==> src/rtl/btb_trainer_pkg.sv <==
// rtl/btb_trainer_pkg.sv - shared predictor types: instruction-type encoding and BTB training record
package btb_trainer_pkg;

  localparam logic [2:0] INS_NONE   = 3'd0;
  localparam logic [2:0] INS_BRANCH = 3'd1;
  localparam logic [2:0] INS_JUMP   = 3'd2;
  localparam logic [2:0] INS_CALL   = 3'd3;
  localparam logic [2:0] INS_RET    = 3'd4;
  localparam logic [2:0] INS_JR     = 3'd5;

  typedef struct packed {
    logic [31:0] pc;
    logic [31:0] target;
    logic [2:0]  ins_type;
  } btb_train_t;

endpackage

==> src/rtl/btb_train_fifo.sv <==
// rtl/btb_train_fifo.sv - training record FIFO feeding the BTB update port
// Optional same-pc merge CAM under BTB_TRAIN_MERGE_EN.
module btb_train_fifo
  import btb_trainer_pkg::*;
#(
  parameter int DEPTH = 4
) (
  input  logic       clk,
  input  logic       reset,
  input  logic       enq_valid,
  input  btb_train_t enq_data,
  input  logic       upd_ready,
  output logic       upd_valid,
  output btb_train_t head_data
);

  localparam int AW = $clog2(DEPTH);
  localparam int CW = AW + 1;

  btb_train_t     mem [DEPTH];
  logic [AW-1:0]  head;
  logic [AW-1:0]  tail;
  logic [CW-1:0]  count;
  logic           deq;
  logic           enq_acc;
  logic           merge_hit;

  assign upd_valid = (count != '0);
  assign head_data = mem[head];
  assign deq       = upd_valid & upd_ready;

`ifdef BTB_TRAIN_MERGE_EN
  logic [AW-1:0] merge_idx;
  logic [AW-1:0] idx;
  logic [AW-1:0] off;

  // An occupied entry sits within count slots of head; a head leaving this cycle cannot absorb a merge.
  always_comb begin
    merge_hit = 1'b0;
    merge_idx = '0;
    idx       = '0;
    off       = '0;
    for (int i = 0; i < DEPTH; i++) begin
      idx = AW'(i);
      off = idx - head;
      if (enq_valid && ({1'b0, off} < count) && (mem[idx].pc == enq_data.pc) &&
          !(deq && (idx == head))) begin
        merge_hit = 1'b1;
        merge_idx = idx;
      end
    end
  end
`else
  assign merge_hit = 1'b0;
`endif

  assign enq_acc = enq_valid & ~merge_hit & ((count < CW'(DEPTH)) | deq);

  always_ff @(posedge clk) begin
    if (reset) begin
      head  <= '0;
      tail  <= '0;
      count <= '0;
    end else begin
      if (deq)     head <= head + 1'b1;
      if (enq_acc) tail <= tail + 1'b1;
      count <= count + CW'(enq_acc) - CW'(deq);
    end
  end

  always_ff @(posedge clk) begin
    if (enq_acc) begin
      mem[tail] <= enq_data;
    end
`ifdef BTB_TRAIN_MERGE_EN
    else if (merge_hit) begin
      mem[merge_idx].target   <= enq_data.target;
      mem[merge_idx].ins_type <= enq_data.ins_type;
    end
`endif
  end

endmodule

==> src/rtl/btb_trainer.sv <==
// rtl/btb_trainer.sv - EX branch resolution: mispredict detect, registered redirect, BTB training queue
// BTB_TRAIN_MERGE_EN enables same-pc merging in the training FIFO.
module btb_trainer
  import btb_trainer_pkg::*;
#(
  parameter int DEPTH = 4
) (
  input  logic        clk,
  input  logic        reset,
  input  logic        flush,
  input  logic        br_valid_0,
  input  logic [31:0] br_pc_0,
  input  logic [2:0]  br_type_0,
  input  logic        pred_taken_0,
  input  logic [31:0] pred_target_0,
  input  logic        act_taken_0,
  input  logic [31:0] act_target_0,
  input  logic        br_valid_1,
  input  logic [31:0] br_pc_1,
  input  logic [2:0]  br_type_1,
  input  logic        pred_taken_1,
  input  logic [31:0] pred_target_1,
  input  logic        act_taken_1,
  input  logic [31:0] act_target_1,
  output logic        redirect_valid,
  output logic [31:0] redirect_pc,
  output logic        upd_valid,
  input  logic        upd_ready,
  output logic [31:0] upd_pc,
  output logic [31:0] upd_target,
  output logic [2:0]  upd_type
);

  logic        mp_0;
  logic        mp_1;
  logic        sel_valid;
  logic        sel_taken;
  logic [31:0] sel_pc;
  logic [31:0] sel_target;
  logic [2:0]  sel_type;
  logic [31:0] redirect_next;
  btb_train_t  enq_data;
  btb_train_t  head_data;

  assign mp_0 = br_valid_0 & ~flush &
                ((pred_taken_0 != act_taken_0) | (act_taken_0 & (pred_target_0 != act_target_0)));
  // A slot-0 mispredict makes slot 1 wrong-path.
  assign mp_1 = ~mp_0 & br_valid_1 & ~flush &
                ((pred_taken_1 != act_taken_1) | (act_taken_1 & (pred_target_1 != act_target_1)));

  always_comb begin
    sel_taken  = act_taken_0;
    sel_pc     = br_pc_0;
    sel_target = act_target_0;
    sel_type   = br_type_0;
    if (!mp_0) begin
      sel_taken  = act_taken_1;
      sel_pc     = br_pc_1;
      sel_target = act_target_1;
      sel_type   = br_type_1;
    end
  end

  assign sel_valid     = mp_0 | mp_1;
  assign redirect_next = sel_taken ? sel_target : (sel_pc + 32'd4);
  assign enq_data      = '{pc: sel_pc, target: sel_target, ins_type: sel_type};

  always_ff @(posedge clk) begin
    if (reset) begin
      redirect_valid <= 1'b0;
      redirect_pc    <= '0;
    end else begin
      redirect_valid <= sel_valid;
      if (sel_valid) redirect_pc <= redirect_next;
    end
  end

  btb_train_fifo #(.DEPTH(DEPTH)) u_fifo (
    .clk       (clk),
    .reset     (reset),
    .enq_valid (sel_valid & sel_taken),
    .enq_data  (enq_data),
    .upd_ready (upd_ready),
    .upd_valid (upd_valid),
    .head_data (head_data)
  );

  assign upd_pc     = head_data.pc;
  assign upd_target = head_data.target;
  assign upd_type   = head_data.ins_type;

endmodule

==> config.mk <==
export PLATFORM = sky130hd
export DESIGN_NAME = btb_trainer
export DESIGN_NICKNAME = d
export VERILOG_FILES = /design/src/rtl/btb_trainer_pkg.sv /design/src/rtl/btb_train_fifo.sv /design/src/rtl/btb_trainer.sv
export SDC_FILE = /design/constraint.sdc
export NUM_CORES = 1
export LEC_CHECK = 0
export BUFFER_PORTS_ARGS = -buffer_cell sky130_fd_sc_hd__buf_2
export CAP_MARGIN = 20
export CORE_MARGIN = 3
export CORE_UTILIZATION = 40
export CTS_BUF_LIST = sky130_fd_sc_hd__clkbuf_8
export DETAILED_ROUTE_END_ITERATION = 10
export GPL_TIMING_DRIVEN = 0
export PLACE_DENSITY = 0.63
export SKIP_CTS_REPAIR_TIMING = 1
export SYNTH_ARGS = -nofsm -noshare
export SYNTH_HDL_FRONTEND = slang
export SYNTH_SLANG_ARGS = --single-unit
==> constraint.sdc <==
create_clock -name clk -period 4.1 [get_ports clk]
set_input_delay 0.205 -clock clk [delete_from_list [all_inputs] [get_ports clk]]
set_output_delay 0.205 -clock clk [all_outputs]
set_load 0.05 [all_outputs]
Word-level counts from Yosys, hierarchy flattened:

Memories as Yosys holds them, arrays and structs flattened. A register that Yosys moved wholly into a read port is not among the register bits.
Cells that the tools add are included.

* add/subtract/negate cells: 5
* equal/unequal tests: 4
* multiplexer cells: 9
* reductions and logical operators: 1
* magnitude comparators: 1
* bitwise operators: 16

Operators with widths (count)
* $mux W32: 3
* $ne A32 B32 Y1: 2
* $add A32 B3 Y32 const B: 1
* $and A1 B1 Y1: 10
* $add A2 B1 Y2 const B: 2
* $mux W2: 2
* $or A1 B1 Y1: 4
* $add A3 B1 Y3: 1
* $lt A3 B3 Y1 const B: 1
* $mux W1: 3
* $mux W3: 1
* $reduce_bool A3 Y1: 1
* $sub A3 B1 Y3: 1
* $ne A1 B1 Y1: 2
* $not A1 Y1: 2

* memories kept: 1
* bits of input ports: 208
* bits in registers: 40
* word-level logic and storage cells: 42
* output and inout bits: 101
* bits in writable memories: 268

Memories
* u_fifo.mem: words 4, bits a word 67, read ports 1, clocked after Yosys merged registers in 1, write ports 1, RTL line btb_train_fifo.sv:20 `btb_train_t mem [DEPTH];`

Longest topological paths before layout:

Gate-level depths: netlist of the first run.

* word-level depth: 13
* gate-level depth with buffers: 18
* depth with buffers taken out: 15

Hierarchy:

A second synthesis of the first run with hierarchy kept.

* cell total of the unflattened synthesis: 1027
* area total of the unflattened synthesis: 14580.2 um2

By module, submodules not included
* btb_train_fifo: instances 1, area each 10158.5 um2, seq. area each 8227.9 um2, cells an instance 398
* btb_trainer: instances 1, area each 4421.7 um2, seq. area each 660.6 um2, cells an instance 629

Worst setup path before layout of the first run:

OpenSTA, ideal clock, no wires.

* path type: input to register
* start point: input act_target_0[15]
* end point: memory u_fifo.mem[0][0] (netlist bit), enable pin
* data arrival time: 3.447 ns
* stages on the path: 8
* path slack: 0.220 ns
* cell sequence: nor2b_1 -> nor4_1 -> nand4_1 -> or4_1 -> nand3_1 -> buf_2 -> buf_2 -> and3_1

* word-level cells in the longest chain between the ends: 13
* elaborated cells on any way between the ends: 14
* those cells by class: 1 x eq/ne; 3 x mux; 10 x bitwise

Ends and longest elaborated chain
* start, declared: RTL line btb_trainer.sv:17 `input logic [31:0] act_target_0,`
* $ne A32 B32 Y1 *: RTL line btb_trainer.sv:46 `((pred_taken_0 != act_taken_0) | (act_taken_0 & (pred_target_0 != act_target_0)));`
* $and A1 B1 Y1 *: RTL line btb_trainer.sv:46
* $or A1 B1 Y1 *: RTL line btb_trainer.sv:46
* $and A1 B1 Y1 *: RTL line btb_trainer.sv:45 `assign mp_0 = br_valid_0 & ~flush &`
* $not A1 Y1: RTL line btb_trainer.sv:48 `assign mp_1 = ~mp_0 & br_valid_1 & ~flush &`
* $and A1 B1 Y1 (3 in series): RTL line btb_trainer.sv:48
* $or A1 B1 Y1: RTL line btb_trainer.sv:64 `assign sel_valid = mp_0 | mp_1;`
* $and A1 B1 Y1 *: RTL line btb_trainer.sv:81 `.enq_valid (sel_valid & sel_taken),`
* $and A1 B1 Y1 *: RTL line btb_train_fifo.sv:57 `assign enq_acc = enq_valid & ~merge_hit & ((count < CW'(DEPTH)) | deq);`
* $mux W1 *: RTL line btb_train_fifo.sv:72 `if (enq_acc) begin`
* $mux W1 (not written as such) *: RTL line btb_train_fifo.sv:73 `mem[tail] <= enq_data;`
* end, declared: RTL line btb_train_fifo.sv:20

Every way passes the cells marked *; elsewhere a longest branch is shown, timed or not.

Worst setup path after layout of the first run:

* start point: input pred_target_0[3]
* end point: register redirect_pc[14]

* elaborated cells on any way between the ends: 14
* those cells by class: 1 x add/sub; 1 x eq/ne; 4 x mux; 8 x bitwise

RTL lines
* start, declared: RTL line btb_trainer.sv:15 `input logic [31:0] pred_target_0,`
* $ne A32 B32 Y1: RTL line btb_trainer.sv:46
* $and A1 B1 Y1: RTL line btb_trainer.sv:46
* $or A1 B1 Y1: RTL line btb_trainer.sv:46
* $and A1 B1 Y1: RTL line btb_trainer.sv:45
* $mux W32: RTL line btb_trainer.sv:56 `if (!mp_0) begin`
* net sel_pc[3]: RTL line btb_trainer.sv:38 `logic [31:0] sel_pc;`
* $add A32 B3 Y32: RTL line btb_trainer.sv:65 `assign redirect_next = sel_taken ? sel_target : (sel_pc + 32'd4);`
* $mux W32: RTL line btb_trainer.sv:65
* end signal, assigned: RTL line btb_trainer.sv:74 `if (sel_valid) redirect_pc <= redirect_next;`
* end, declared: RTL line btb_trainer.sv:26 `output logic [31:0] redirect_pc,`

The timed path passes the listed nets, and every way through them passes these cells.
A chain may end at the register's enable or synchronous reset.

==> out/qor.csv, run 1 <==
metric,value,unit
clock_sinks,310,
post_route_cells_drive_above_1_share,0.3395,
numCtsBuffers,50,
crit_path_start_kind,input pin,
length_of_routed_met2_wiring,23020,um
met3_wirelength,4193,um
area_growth,22.60,%
min_period,3.862,ns
synth_warnings,0,
longest_clk_path_bufs,3,
synth_area,14730,um2
synthDominantAreaCellType,edfxtp_1,
synth_edf_count,268,
achievable-frequency,258.9,MHz
detail-route-antenna-nets,0,
area_fraction_in_compound_gates_after_synthesis,0.08144,
power,9.076,mW
post-route-period-util,0.9420,
synthesis.area_per_instance,13.98,um2
synthesized_area_fraction_occupied_by_and_or_nand_nor_cells,0.1070,
sequential_area_share_after_synthesis,0.6033,
clkLatencyLatePin,0.59,ns
grt_pass1_vias,10940,
initial_utilization,0.4103,
grt_pass1_wl,71480,um
finalSetupViolCount,0,
powerDensity,502.4,nW/um2
worst_setup_hold_path_clk_slew,0.06,ns
dp.final_hpwl,37970,um
place.port_buffers,307,
design.final.nets,1641,
tritoncts,yes,
die_height,197.9,um
placeableCoreArea,35910,um2
worstPathMaxFanout,17,
cap_violations,0,
tightestPinTransition,1.028,ns
timing.reg2reg.worst_path_depth,9,
yosys-top-cells-area,"edfxtp_1 55%, mux4_2 10%, dfxtp_1 5.7%",
async_reset_ff_frac,0,
cp_data_arrival_time,4.32,ns
drt_iter0_drc,952,
avg_vias_per_cell,5.816,
synth_most_common_cell,edfxtp_1,
static_leakage_power,6.684,nW
detail_route.wirelength.met1,21410,um
worst_setup_path_end_kind,flip-flop,
timing.setup.critical_path_class,in2reg,
design.portCount,309,
netlist_top_cells_count,"268 x edfxtp_1, 86 x nand2_1, 67 x mux4_2",
crit_path_start,pred_target_0[3],
holdPathStages,3,
grt_util_all_layers,0.2490,
via_count_of_the_routed_design,11200,
fillCellCount,3174,
detail_route.wl_per_cell,26.03,um
dp_worst_setup_slack,-1.771,ns
grt_max_degree,47,
uppermost_metal_layer_occupied_by_signal_nets,met5,
synth_cell_types,64,
clock-skew-final,0.04128,ns
synthFlopType,edfxtp_1,
regToRegStartpoint,u_fifo.count[1]$_SDFF_PP0_,
synthAdderAreaFrac,0.007303,
synth.mux.area_fraction,0.1358,
slew_violations,0,
area_share_of_xor_xnor_cells_in_the_synthesized_design,0.04339,
yosys_register_bits,310,
worst_ir_drop_vdd,0.0003817,V
worst_hold_startpoint,br_type_0[0],
cell_rows,69,
grt_antenna_before_repair,8,
synth_top_area_frac,0.5462,
violations,negative hold slack,
run_status,"complete, but fails checks",
final_setup_slack_of_the_worst_path,0.2378,ns
fin_hold_ws,-0.001589,ns
synth_top_family_by_area,multiplexers,
synth.net_count,1270,
grt_setup_unrepaired,false,
place_congestion,0.9417,
drt_drc_violations_left,0,
floorplan.die.width,197.9,um
grt-ovfl-total,0,
htreeDepth,2,
wirelength,50110,um
timing.final.hold_violations,1,
detailedRoute.firstPassIterationCount,5,
synthesis.instances,1054,
wp_data_required,4.55,ns
fp.dieArea,39170,um2
cts.root.buffer_cell,clkbuf_8,
hp-class,in2reg,
timing.slew.headroom,0.3080,
[cells in the final DEF, fill, tap and decap left out, types with 7 or more instances in the layout]
cell type	count
edfxtp_1	268
nor2b_1	24
nor3_1	26
clkbuf_8	51
mux2_2	13
xor2_1	64
o21ai_0	30
mux4_2	67
a211oi_1	13
nand3_1	37
buf_2	317
a21o_1	7
nor2_1	31
xnor2_1	8
nand2_1	86
nand4_1	15
o211a_1	7
mux2_1	28
and3_1	15
nor4_1	23
a21oi_1	43
dfxtp_1	42
o211ai_1	21
clkbuf_1	25
inv_1	35
clkinv_1	8
buf_1	15
[routing by layer]
layer,vias up,GRT usage
li1,4933,-
met2,569,0.3908
met5,-,0
met3,95,0.05326
met1,5587,0.3525
met4,12,0.07235
[kinds of logic after synthesis]
| kind of cell | after synthesis |
|---|---|
| buffers and inverters | 73 |
| adders and majority gates | 8 |
| muxes | 111 |
| and+or+nand+nor | 303 |
| DFF | 310 |
| AOI/OAI and AO/OA | 176 |
| xor gates and xnor gates | 73 |
[cell type report]
cell class | instances | area, um2 | share of cell area
diodes | 3 | 7.507 | 0.0004156
repair buffers | 320 | 1710 | 0.09469
well taps | 461 | 576.8 | 0.03193
multi-input cells | 671 | 5630 | 0.3117
inverters | 14 | 52.55 | 0.002909
clock inverters | 37 | 224.0 | 0.01240
plain buffers | 58 | 271.5 | 0.01503
flip-flops and latches | 310 | 8889 | 0.4921
clock buffers | 51 | 701.9 | 0.03886
[state kept, by name (all words and copies together), names as in the netlist, named ones only]
name / flops
u_fifo.mem: 268
redirect_pc: 32
u_fifo.count: 3
u_fifo.head: 2
u_fifo.tail: 2
redirect_valid: 1
[worst paths after layout]
| kind | endpoint | slack (ns) |
|---|---|---|
| setup / recovery | redirect_pc[14]$_SDFFE_PP0P_ | 0.24 |
| hold reg to reg | redirect_pc[3]$_SDFFE_PP0P_ | 0.47 |
| hold / removal | u_fifo.mem[0][0]$_DFFE_PP_ | -0.002 |
| setup reg to reg | u_fifo.count[2]$_SDFF_PP0_ | 1.68 |
[stage by stage]
stage / instance area (um2) / TNS, ns / cells / utilization / hold WS [ns]
2_1_floorplan: 14730 / 0 / 1054 / - / 0.4301
3_3_place_gp: 16850 / -557.19 / 1822 / 0.4691 / 0.4650
3_5_place_dp: 16960 / -19.96 / 1826 / 0.4723 / 0.4643
4_1_cts: 17890 / -10.03 / 1914 / 0.4981 / -0.05509
5_1_grt: 18060 / 0 / 1923 / 0.5028 / 0.03030
6_report: 18060 / 0 / 1925 / 0.5030 / -0.001589
[worst max-delay path, cell delays in order]
cell,delay [ns]
buf_2,0.10
xor2_1,0.21
nor4_1,0.31
nand3_1,0.19
or4_1,0.54
buf_2,0.20
nand2_4,0.30
buf_6,0.24
nand2_1,0.07
nand2_1,0.16
ha_2,0.29
nand4_1,0.24
buf_4,0.24
nor2_1,0.18
nand2_1,0.09
a21oi_1,0.19
a211oi_1,0.08
o21ai_1,0.32
a211oi_1,0.12
[power by group]
part,total (mW),internal [mW],switching [mW]
clock,2.48,1.28,1.20
sequential,3.64,3.59,0.0558
combinational,2.95,0.913,2.04
(Power assumes the default switching activity.)
==> inputs of run 2 (changes only) <==
- BUFFER_PORTS_ARGS: -buffer_cell sky130_fd_sc_hd__buf_2 -> -buffer_cell sky130_fd_sc_hd__buf_4
- PLACE_DENSITY: 0.63 -> 0.6
- SETUP_SLACK_MARGIN: not set -> 0.3
- clock period: 4.1 -> 3.8 ns (I/O delays scaled with it)
==> run 2 against run 1 <==
  * The flow now finishes without violations
  * Worst hold slack better by 0.023 ns
  * Sequential share of layout area is 2.7 points lower
  * Register-to-register slack worse by 0.25 ns
  * Via count is 1.3% lower
  * Count of clock-buffer cells in the layout is 2 higher
  * Combinational power is 18% higher
  * Design area is 5.7% higher
  * First-iteration DRC count is 11% higher
  * Setup slack better by 0.14 ns
==> out/qor.csv, run 2 (synthesized netlist as in run 1, its figures left out) <==
metric,value,unit,change
grt_max_degree,50,,was 47
timing.setup.critical_path_class,in2reg,,unchanged
placed_area,17780,um2,was 16960 um2
design.final.nets,1649,,was 1641
grt_pass1_vias,10930,,was 10940
detail_route.wl_per_cell,26.41,um,was 26.03 um
min_period,3.419,ns,
timing.critical_path.buf_inv,5,,was 4
grt-ovfl-total,0,,unchanged
worst_setup_path_end_kind,flip-flop,,unchanged
detailedRoute.firstPassIterationCount,8,,was 5
tightestPinTransition,0.9958,ns,was 1.028 ns
worstPathMaxFanout,10,,was 17
antenna-diode-count,0,,was 3
floorplan.die.width,197.9,um,unchanged
slowest_stage,xor2_1,,was or4_1
htreeDepth,2,,unchanged
grt_util_all_layers,0.2558,,was 0.2490
grt_setup_unrepaired,false,,unchanged
drt_drc_violations_left,0,,unchanged
cap_violations,0,,unchanged
finalSetupViolCount,0,,unchanged
clock-skew-final,0.02847,ns,was 0.04128 ns
tritoncts,yes,,unchanged
power,10.23,mW,was 9.076 mW
slew_violations,0,,unchanged
fp.dieArea,39170,um2,unchanged
fin_hold_ws,0.02099,ns,was -0.001589 ns
die_height,197.9,um,unchanged
static_leakage_power,7.022,nW,was 6.684 nW
wirelength,51100,um,was 50110 um
post-route-period-util,0.8997,,
cell_rows,69,,unchanged
place_congestion,0.9106,,was 0.9417
fillCellCount,3147,,was 3174
most_common_cell_type_on_the_critical_path,buf_4,,was nand2_1
worst_ir_drop_vdd,0.0003386,V,was 0.0003817 V
timing.slew.headroom,0.3362,,was 0.3080
area_growth,29.60,%,was 22.60%
final_cell_mix,"318 x buf_4, 268 x edfxtp_1, 84 x nand2_1, 67 x mux4_2, 63 x xor2_1",,"was 317 x buf_2, 268 x edfxtp_1, 86 x nand2_1, 67 x mux4_2, 64 x xor2_1"
dp.final_hpwl,38120,um,was 37970 um
final_core_util,0.5317,,was 0.5030
grt_pass1_wl,72910,um,was 71480 um
clock_sinks,310,,unchanged
initial_utilization,0.4103,,unchanged
run_status,"finished, final reports clean",,"was complete, but fails checks"
cp_data_arrival_time,3.95,ns,was 4.32 ns
worst_path_largest_cell_delay,0.39,ns,was 0.54 ns
worst_setup_hold_path_clk_slew,0.06,ns,about the same
powerDensity,535.8,nW/um2,was 502.4 nW/um2
timing.critical_path.cells,buf_4 -> xor2_1 -> nor3_2 -> nand3_2 -> nor4_4 -> buf_4 -> nor2_4 -> clkbuf_4 -> clkbuf_4 -> nand2_1 -> nand2_4 -> ha_4 -> nand4_1 -> buf_4 -> nor3_4 -> nand3_1 -> a211o_1 -> a21oi_1 -> o221a_1,,was buf_2 -> xor2_1 -> nor4_1 -> nand3_1 -> or4_1 -> buf_2 -> nand2_4 -> buf_6 -> nand2_1 -> nand2_1 -> ha_2 -> nand4_1 -> buf_4 -> nor2_1 -> nand2_1 -> a21oi_1 -> a211oi_1 -> o21ai_1 -> a211oi_1
drt_iter0_drc,1054,,was 952
cp_top_family,simple AND/OR/NAND/NOR gates,,unchanged
largest_register_ffs,268,,unchanged
hp-class,in2reg,,unchanged
reg.largest.list,"u_fifo.mem x268, redirect_pc x32, u_fifo.count x3",,unchanged
wp_data_required,4.34,ns,was 4.55 ns
grt_antenna_before_repair,2,,was 8
post_route_cells_drive_above_1_share,0.3541,,was 0.3395
numCtsBuffers,50,,unchanged
commonest_non_fill_non_tap_cell_in_the_layout,buf_4,,was buf_2
crit_path_start_kind,input pin,,unchanged
avg_vias_per_cell,5.710,,was 5.816
placeableCoreArea,35910,um2,unchanged
longest_clk_path_bufs,3,,unchanged
stdcell_area,19100,um2,was 18060 um2
max_flop_register,u_fifo.mem,,unchanged
achievable-frequency,292.5,MHz,
place.port_buffers,307,,unchanged
totalNegativeSetupSlack,0,ns,unchanged
clkLatencyLatePin,0.59,ns,about the same
cts.root.buffer_cell,clkbuf_8,,unchanged
timing.final.hold_violations,0,,was 1
via_count_of_the_routed_design,11050,,was 11200
detail-route-antenna-nets,0,,unchanged
design.portCount,309,,unchanged
## run 2: changes by cell type in the layout (fill, tap and decap cells not counted), sizes merged
cell and delta:
inv -4, clkinv +6, dlygate4sd3 +3, bufinv +1
clkbuf +5, buf +2, diode -3
## run 2: power breakdown
| group | switching [mW] | internal (mW) |
|---|---|---|
| logic | 2.22 | 1.25 |
| registers | 0.0645 | 3.87 |
| clock network | 1.32 | 1.51 |
| total | 3.60 | 6.63 |
## run 2: path summary, 6_finish.rpt
check | start | end | slack, ns | depth (start not counted)
max reg2reg | u_fifo.count[0]$_SDFF_PP0_ | u_fifo.count[2]$_SDFF_PP0_ | 1.43 | 9
min | reset | u_fifo.count[0]$_SDFF_PP0_ | 0.02 | 2
max | pred_target_0[0] | redirect_pc[20]$_SDFFE_PP0P_ | 0.38 | 19
min reg2reg | redirect_pc[2]$_SDFFE_PP0P_ | redirect_pc[2]$_SDFFE_PP0P_ | 0.46 | 2
## run 2: metal layers
| metal | part of all wire | vias up | global-route usage |
|---|---|---|---|
| li1 | - | 4942 | - |
| met1 | 0.44 | 5561 | 0.3745 |
| met2 | 0.46 | 455 | 0.4035 |
| met3 | 0.071 | 90 | 0.03471 |
| met4 | 0.028 | 0 | 0.07235 |
| met5 | 0 | - | 0 |
## run 2: cell type report
type | instances | area, um2 | share of cell area
plain buffers | 58 | 311.5 | 0.01632
clock buffers | 53 | 729.5 | 0.03820
clock inverters | 40 | 255.2 | 0.01337
inverters | 14 | 52.55 | 0.002752
multi-input cells | 671 | 5712 | 0.2991
flip-flops and latches | 310 | 8889 | 0.4655
well taps | 461 | 576.8 | 0.03021
repair buffers | 328 | 2570 | 0.1346
## run 2: per-stage QoR
stage	std cells	setup slack (ns)
final	1935	0.3813
after floorplan	1054	0.3053
after global routing	1935	0.2666
after CTS	1920	-1.363
after global placement	1822	-1.874
after detailed placement	1827	-1.958
## run 2: worst reg2reg max path: stages, from the launching register on
cell and delay [ns]:
dfxtp_1 0.32, or3_1 0.44, and2_1 0.23, ha_1 0.28, inv_1 0.04, ha_1 0.18, fa_1 0.38, xnor2_1 0.18
xnor2_1 0.14, nor2_1 0.05
==> inputs of run 3 (changes only) <==
- RECOVER_POWER: not set -> 50
==> run 3 against run 2 <==
  * Non-clock buffer count did not move
  * First-iteration DRC count is 6.2% higher
  * Count of clock-buffer cells in the layout unchanged
  * Register-to-register slack worse by 0.04 ns
  * Via count about the same
  * Cell count stayed put
  * Clock skew up 0.0012 ns
  * Global-route usage unchanged
  * Combinational power fell by 1%
  * Setup slack worse by 0.051 ns
  * Die area unchanged
  * Largest cell class unchanged
==> out/qor.csv, run 3 (synthesized netlist as in run 1, its figures left out) <==
metric,value,unit,change
final_setup_slack_of_the_worst_path,0.3307,ns,was 0.3813 ns
timing.reg2reg.worst_path_depth,9,,unchanged
power.combinational.fraction,0.337,,was 0.339
wirelength,51040,um,was 51100 um
detailedRoute.firstPassIterationCount,7,,was 8
detail_route.wl_per_cell,26.37,um,was 26.41 um
reg2reg_setup_slack,1.39,ns,was 1.43 ns
cp_data_arrival_time,4.00,ns,was 3.95 ns
power,10.19,mW,was 10.23 mW
grt_setup_unrepaired,false,,unchanged
place.port_buffers,307,,unchanged
worst_ir_drop_vdd,0.0003368,V,was 0.0003386 V
largest_register_ffs,268,,unchanged
design.final.nets,1649,,unchanged
grt_max_degree,50,,unchanged
final_core_util,0.5269,,was 0.5317
grt_util_all_layers,0.2558,,unchanged
grt_pass1_vias,10930,,unchanged
crit_path_start_kind,input pin,,unchanged
placed_area,17780,um2,unchanged
min_period,3.469,ns,was 3.419 ns
clock_power_share,0.277,,was 0.276
grt_pass1_wl,72910,um,unchanged
worst_hold_startpoint,reset,,unchanged
placeableCoreArea,35910,um2,unchanged
antenna-diode-count,0,,unchanged
commonest_non_fill_non_tap_cell_in_the_layout,buf_4,,unchanged
grt_antenna_before_repair,2,,unchanged
place_congestion,0.9106,,unchanged
post-place-cells,1827,,unchanged
timing.final.hold_violations,0,,unchanged
numCtsBuffers,50,,unchanged
timing.critical_path.cells,buf_4 -> xor2_1 -> nor3_2 -> nand3_1 -> nor4_4 -> buf_4 -> nor2_4 -> clkbuf_4 -> clkbuf_4 -> nand2_1 -> nand2_4 -> ha_4 -> nand4_1 -> buf_4 -> nor3_4 -> nand3_1 -> a211o_1 -> a21oi_1 -> o221a_1,,was buf_4 -> xor2_1 -> nor3_2 -> nand3_2 -> nor4_4 -> buf_4 -> nor2_4 -> clkbuf_4 -> clkbuf_4 -> nand2_1 -> nand2_4 -> ha_4 -> nand4_1 -> buf_4 -> nor3_4 -> nand3_1 -> a211o_1 -> a21oi_1 -> o221a_1
drt_iter0_drc,1119,,was 1054
timing.slew.headroom,0.2549,,was 0.3362
slew_violations,0,,unchanged
clkLatencyLatePin,0.59,ns,about the same
cts.root.buffer_cell,clkbuf_8,,unchanged
floorplan.die.width,197.9,um,unchanged
regToRegStartpoint,u_fifo.count[0]$_SDFF_PP0_,,unchanged
fp.dieArea,39170,um2,unchanged
holdPathStages,2,,unchanged
totalNegativeSetupSlack,0,ns,unchanged
max_flop_register,u_fifo.mem,,unchanged
hp-class,in2reg,,unchanged
die_height,197.9,um,unchanged
post_route_cells_drive_above_1_share,0.3148,,was 0.3541
stdcell_area,18920,um2,was 19100 um2
htreeDepth,2,,unchanged
worst_setup_hold_path_clk_slew,0.06,ns,about the same
dp.final_hpwl,38120,um,unchanged
cellInternalPower,6.588,mW,was 6.629 mW
cell_rows,69,,unchanged
longest_clk_path_bufs,3,,unchanged
dp_worst_setup_slack,-1.958,ns,unchanged
layoutNonFillerInstCount,1935,,unchanged
avg_vias_per_cell,5.707,,was 5.710
reg.largest.list,"u_fifo.mem x268, redirect_pc x32, u_fifo.count x3",,unchanged
via_count_of_the_routed_design,11040,,was 11050
clock-skew-final,0.02962,ns,was 0.02847 ns
netSwitchingFraction,0.3532,,was 0.3521
total_switching_power,3.598,mW,was 3.602 mW
area_growth,28.44,%,was 29.60%
static_leakage_power,6.845,nW,was 7.022 nW
run_status,"finished, final reports clean",,unchanged
clock_sinks,310,,unchanged
initial_utilization,0.4103,,unchanged
slowest_stage,xor2_1,,unchanged
tritoncts,yes,,unchanged
fin_hold_ws,0.01393,ns,was 0.02099 ns
post-route-period-util,0.9130,,was 0.8997
worstPathMaxFanout,10,,unchanged
worst_hold_path.endpoint,u_fifo.count[0]$_SDFF_PP0_,,unchanged
wp_data_required,4.33,ns,was 4.34 ns
cp_top_family,simple AND/OR/NAND/NOR gates,,unchanged
grt-ovfl-total,0,,unchanged
drt_drc_violations_left,0,,unchanged
final_cell_mix,"279 x buf_4, 268 x edfxtp_1, 84 x nand2_1, 70 x clkbuf_1, 67 x mux4_2",,"was 318 x buf_4, 268 x edfxtp_1, 84 x nand2_1, 67 x mux4_2, 63 x xor2_1"
timing.critical_path.buf_inv,5,,unchanged
power.sequential.fraction,0.386,,was 0.384
detail-route-antenna-nets,0,,unchanged
worst_setup_path_end_kind,flip-flop,,unchanged
most_common_cell_type_on_the_critical_path,buf_4,,unchanged
timing.setup.critical_path_class,in2reg,,unchanged
finalSetupViolCount,0,,unchanged
critical_path.reg2reg.endpoint,u_fifo.count[2]$_SDFF_PP0_,,unchanged
cap_violations,0,,unchanged
powerDensity,538.2,nW/um2,was 535.8 nW/um2
worst_path_largest_cell_delay,0.40,ns,was 0.39 ns
design.portCount,309,,unchanged
crit_path_start,pred_target_0[0],,unchanged
achievable-frequency,288.2,MHz,was 292.5 MHz
tightestPinTransition,1.118,ns,was 0.9958 ns
[run 3: routing by layer]
| layer | GRT usage | vias up | part of all wire |
|---|---|---|---|
| met4 | 0.07235 | 0 | 0.027 |
| met5 | 0 | - | 0 |
| met1 | 0.3745 | 5533 | 0.44 |
| met2 | 0.4035 | 489 | 0.46 |
| li1 | - | 4938 | - |
| met3 | 0.03471 | 83 | 0.068 |
[run 3: worst max path at each step]
stage,to,slack [ns],cells past startpoint
6_report,redirect_pc[20]$_SDFFE_PP0P_,0.33,19
5_1_grt,redirect_pc[26]$_SDFFE_PP0P_,0.17,20
4_1_cts,redirect_pc[20]$_SDFFE_PP0P_,-1.36,17
3_5_place_dp,redirect_pc[20]$_SDFFE_PP0P_,-1.96,17
3_3_place_gp,redirect_pc[20]$_SDFFE_PP0P_,-1.87,17
2_1_floorplan,redirect_pc[20]$_SDFFE_PP0P_,0.31,17
[run 3: power groups by stage]
stage / clock, mW / sequential (mW) / combinational, mW
after floorplan: 0 / 4.09 / 2.17
after global placement: 0 / 4.00 / 3.42
after detailed placement: 0 / 4.00 / 3.47
after CTS: 2.88 / 3.93 / 3.49
after global routing: 3.04 / 3.94 / 3.61
final: 2.82 / 3.93 / 3.43
[run 3: layout make-up]
type / instances / area, um2
multi-input cells: 671 / 5707
repair buffers: 328 / 2431
inverters: 14 / 52.55
clock inverters: 40 / 255.2
well taps: 461 / 576.8
clock buffers: 53 / 729.5
plain buffers: 58 / 284.0
flip-flops and latches: 310 / 8889
fillers: 3188 / 16990
